==> config.mk <==
export PLATFORM = sky130hd
export DESIGN_NAME = gprs_sb
export DESIGN_NICKNAME = d
export VERILOG_FILES = /design/src/rtl/gprs_sb.sv
export SDC_FILE = /design/constraint.sdc
export NUM_CORES = 2
export LEC_CHECK = 0
export CORE_MARGIN = 3
export CORE_UTILIZATION = 40
export CTS_BUF_LIST = sky130_fd_sc_hd__clkbuf_4 sky130_fd_sc_hd__clkbuf_8 sky130_fd_sc_hd__clkbuf_16
export DETAILED_ROUTE_END_ITERATION = 12
export DONT_BUFFER_PORTS = 1
export PLACE_DENSITY = 0.66
export SYNTH_ARGS = -nofsm -noshare
export SYNTH_HDL_FRONTEND = slang
export SYNTH_SLANG_ARGS = --single-unit
==> constraint.sdc <==
create_clock -name CLK -period 2.25 [get_ports CLK]
set_clock_uncertainty 0.05 [all_clocks]
set_input_delay 0.225 -clock CLK [delete_from_list [all_inputs] [get_ports CLK]]
set_output_delay 0.225 -clock CLK [all_outputs]
set_load 0.01 [all_outputs]
==> src/rtl/gprs_sb.sv <==
`default_nettype none
// =============================================================================
// gprs_sb : multi-port register file with per-register pending-write scoreboard
// Rev 1.0 : initial release
// =============================================================================
module gprs_sb #(
  parameter  int DATA_W   = 32,
  parameter  int NUM_REGS = 32,
  parameter  int RD_PORTS = 2,
  parameter  int WR_PORTS = 2,
  parameter  int BYPASS   = 1,
  localparam int ADDR_W   = $clog2(NUM_REGS)
) (
  input  logic                       CLK,
  input  logic                       RST,
  input  logic [WR_PORTS-1:0]        WE,
  input  logic [WR_PORTS*ADDR_W-1:0] WADDR,
  input  logic [WR_PORTS*DATA_W-1:0] WDATA,
  input  logic [RD_PORTS-1:0]        RE,
  input  logic [RD_PORTS*ADDR_W-1:0] RADDR,
  output logic [RD_PORTS*DATA_W-1:0] RDATA,
  output logic [RD_PORTS-1:0]        RBUSY,
  input  logic                       ISSUE,
  input  logic [ADDR_W-1:0]          ISSUE_ADDR,
  input  logic                       FLUSH,
  output logic                       BUSY_ANY
);

  logic [DATA_W-1:0]   regs [NUM_REGS];
  logic [NUM_REGS-1:0] busy;
  logic [NUM_REGS-1:0] busy_nxt;

  // Later ports are applied last, so the highest-index writer wins a collision.
  always_ff @(posedge CLK or negedge RST) begin
    if (!RST) begin
      for (int a = 0; a < NUM_REGS; a++) regs[a] <= '0;
    end else begin
      for (int k = 0; k < WR_PORTS; k++) begin
        if (WE[k] && (WADDR[k*ADDR_W +: ADDR_W] != '0))
          regs[WADDR[k*ADDR_W +: ADDR_W]] <= WDATA[k*DATA_W +: DATA_W];
      end
    end
  end

  // Applied lowest to highest priority: writeback clear, issue set, flush.
  always_comb begin
    busy_nxt = busy;
    for (int k = 0; k < WR_PORTS; k++) begin
      if (WE[k]) busy_nxt[WADDR[k*ADDR_W +: ADDR_W]] = 1'b0;
    end
    if (ISSUE) busy_nxt[ISSUE_ADDR] = 1'b1;
    if (FLUSH) busy_nxt = '0;
    busy_nxt[0] = 1'b0;
  end

  always_ff @(posedge CLK or negedge RST) begin
    if (!RST) busy <= '0;
    else      busy <= busy_nxt;
  end

  assign BUSY_ANY = |busy;

  for (genvar j = 0; j < RD_PORTS; j++) begin : g_rd
    logic [ADDR_W-1:0] ra;
    logic [DATA_W-1:0] rd;
    logic              rb;

    assign ra = RADDR[j*ADDR_W +: ADDR_W];

    // Forwarding is suppressed during reset because writes are ignored then.
    always_comb begin
      rd = '0;
      rb = 1'b0;
      if (RE[j] && (ra != '0)) begin
        rd = regs[ra];
        rb = busy[ra];
        if ((BYPASS != 0) && RST) begin
          for (int k = 0; k < WR_PORTS; k++) begin
            if (WE[k] && (WADDR[k*ADDR_W +: ADDR_W] == ra)) begin
              rd = WDATA[k*DATA_W +: DATA_W];
              rb = 1'b0;
            end
          end
        end
      end
    end

    assign RDATA[j*DATA_W +: DATA_W] = rd;
    assign RBUSY[j]                  = rb;
  end

endmodule
`default_nettype wire

==> reports/summary.txt <==
CTS tree: yes
setup ws final: -0.972 ns
first-pass GRT wire length: 437000 µm
P_leak: 0.0369 µW
initial antenna violation count: 36
clock slew seen by the registers of the worst setup and hold paths: 0.06 ns
Detail Route Antenna Nets: 0
simple-gate share of the synthesized area: 0.0842
synth-to-layout area growth: 20.2%
largest family of logic cells by synthesized area: multiplexers
Die X: 416 µm
Crit path arrival time: 2.95 ns
vias in the first global route: 58700
sequential share of the synthesized area: 0.392
DRC violations left: 0
CP max-delay cell: mux4_2
failing checks: negative hold slack, max-slew violations, negative setup slack
grt total ovfl: 0
Worst Setup Start Kind: input port
Hold Slack: -0.874 ns
dpl cells: 8240
area post-placement: 71000 µm²
number of synthesized register bits: 1055
critical path class: in -> out
most numerous cell in the Yosys netlist: dfrtp_1
area of the mapped netlist: 67300 µm²
Synthesis Warnings: 0
Final Non-Filler Cells: 8810
adder-cell share of the synthesized area: 0
Via Count: 60400
pre-CTS worst setup slack: -0.982 ns
vias per cell: 6.86
die area: 173000 µm²
I/O pin count: 164
period utilization: 1.43
NumNets Final: 6600
drt total wl: 310000 µm
1st-pass router iterations: 7
core area: 166000 µm²
largest cells by area after synthesis: dfrtp_1 39%, mux2i_1 16%, mux4_2 15%
Cells after Synth: 6496
Final Setup Violations: 70
P per Cell Area: 827 nW/µm²
finished layout cell area: 80800 µm²
Mapped Nets: 6593
Fin. Hold Viols: 461
Max IR drop VDD: 0.613 mV
fmax: 310 MHz
share of layout cells above drive strength 1: 0.236
largest net degree at the start of global routing: 314
IO Port Bufs: 0
Worst Path Max Fanout: 313
Die Span Y: 416 µm
Setup TNS Final: -48.80 ns
Synth cell types: 70
Post-synth top cells: 1055 x dfrtp_1, 1050 x mux2i_1, 588 x nor2_1, 563 x clkbuf_1, 535 x nand2_1
Hold Path Class: in -> async
mux cell area share after synthesis: 0.304
worst-path cell chain: mux4_2 > mux2i_1 > mux2i_1 > buf_4 > nand4_1 > o211ai_1 > buf_4
Max Cap Viol: 0
Worst setup EP type: output port
TritonCTS Buffers: 111
Most used DFF post-synth: dfrtp_1
clock sink count: 1055
Critical Path RT: 1.98 ns
outcome: finished, violations left
max incr delay on CP: 1.04 ns
Longest Clk Path Bufs: 3
fin crit period: 3.22 ns
H-tree depth: 3
initial drt markers: 8880
Slew headroom: -0.121
Synth Area in XOR/XNOR: 0.00260
clock latency on the worst-skew pair: 0.76 ns
Yosys top cell area share: 0.392
WL per Instance: 35.2 µm
clock root cell: clkbuf_16
dpl hpwl: 183000 µm
fin. max-slew vios: 73
All-Layer GR Usage: 0.347
worst slew pin tran: 1.68 ns
RSZ-0062 raised after global routing: true
Compound-Gate Fraction of Synth Area: 0.157
number of flops mapped to enable cells by yosys: 0
ys async rst share: 1.00
leading area contributor after synthesis: dfrtp_1
Syn Area/Cell: 10.4 µm²
Starting Density: 0.405
GP Congestion: 1.04
Row Count: 149
## layer usage
metal  vias up  global-route usage  routed length, µm
li1      24200                   -                  -
met1     29800               0.398             103000
met2      4900               0.501             132000
met3      1557               0.132              41900
met4        20               0.318              33600
met5         -                   0                131
## sequential cells by signal, indices dropped and copies added (netlist names)
name  cells
busy     31
regs   1024
## metrics by stage
step | util | power [µW]
4_1_cts | 0.481 | 65400
3_3_place_gp | 0.427 | 42200
6_report | 0.487 | 66900
2_1_floorplan | - | 38200
5_1_grt | 0.486 | 69100
3_5_place_dp | 0.427 | 43000
## what timing repair did
action	4_1_cts	5_1_grt
hold buffers	266	2
gates cloned	2	3
setup endpoints to repair	67	276
pin swaps	134	75
hold endpoints to repair	1591	549
setup buffers	52	34
gates resized for setup	244	118
## report_power, final
| group | switching (µW) | internal (µW) |
|---|---|---|
| registers | 3960 | 23700 |
| clock network | 8550 | 11600 |
| logic | 8680 | 10400 |
## critical path: cells and delay by family
family | cells | cell delay [ns]
AOI/OAI and AO/OA | 1 | 0.16
muxes | 3 | 1.34
buffers and inverters | 2 | 0.37
and+or+nand+nor | 1 | 0.09
## placed cells by master (no fill, tap or decap), types with 68 or more instances in the layout
cell type	count
clkbuf_16	115
dlygate4sd3_1	207
o21ai_0	424
a22oi_1	154
mux4_2	439
nor2_1	562
mux2i_1	1014
nand2_1	507
a32oi_1	155
o21ai_1	68
buf_4	364
a21oi_1	524
dfrtp_1	1055
buf_12	153
## worst paths after layout
path,from,endpoint,slack [ns],cells after the start
min in group CLK,WADDR[8],regs[189],0.05,5
setup / recovery,RADDR[5],RDATA[40],-0.97,7
hold / removal,RST,regs[964],-0.87,0
setup reg to reg,regs[944],regs[944],0.26,5
max in group asynchronous,RST,regs[916],0.31,3
hold reg to reg,regs[1016],regs[1016],0.35,0
## kinds of logic (layout without fill, tap and decap cells)
logic type / Yosys count / count (layout)
xor+xnor: 20 / 20
buf+inv: 890 / 990
flops: 1055 / 1055
simple gates: 1344 / 1344
compound gates: 1695 / 1696
mux: 1492 / 1492
other cells: 0 / 24
## layout make-up
class / count / area (µm²)
Fill cell: 14500 / 85300
Multi-Input combinational cell: 4552 / 39100
Sequential cell: 1055 / 26400
Timing Repair Buffer: 774 / 8610
Clock buffer: 159 / 3340
Tap cell: 2189 / 2740
Clock inverter: 48 / 588
Antenna cell: 24 / 60.1
Inverter: 9 / 38.8
(Power assumes the default switching activity.)
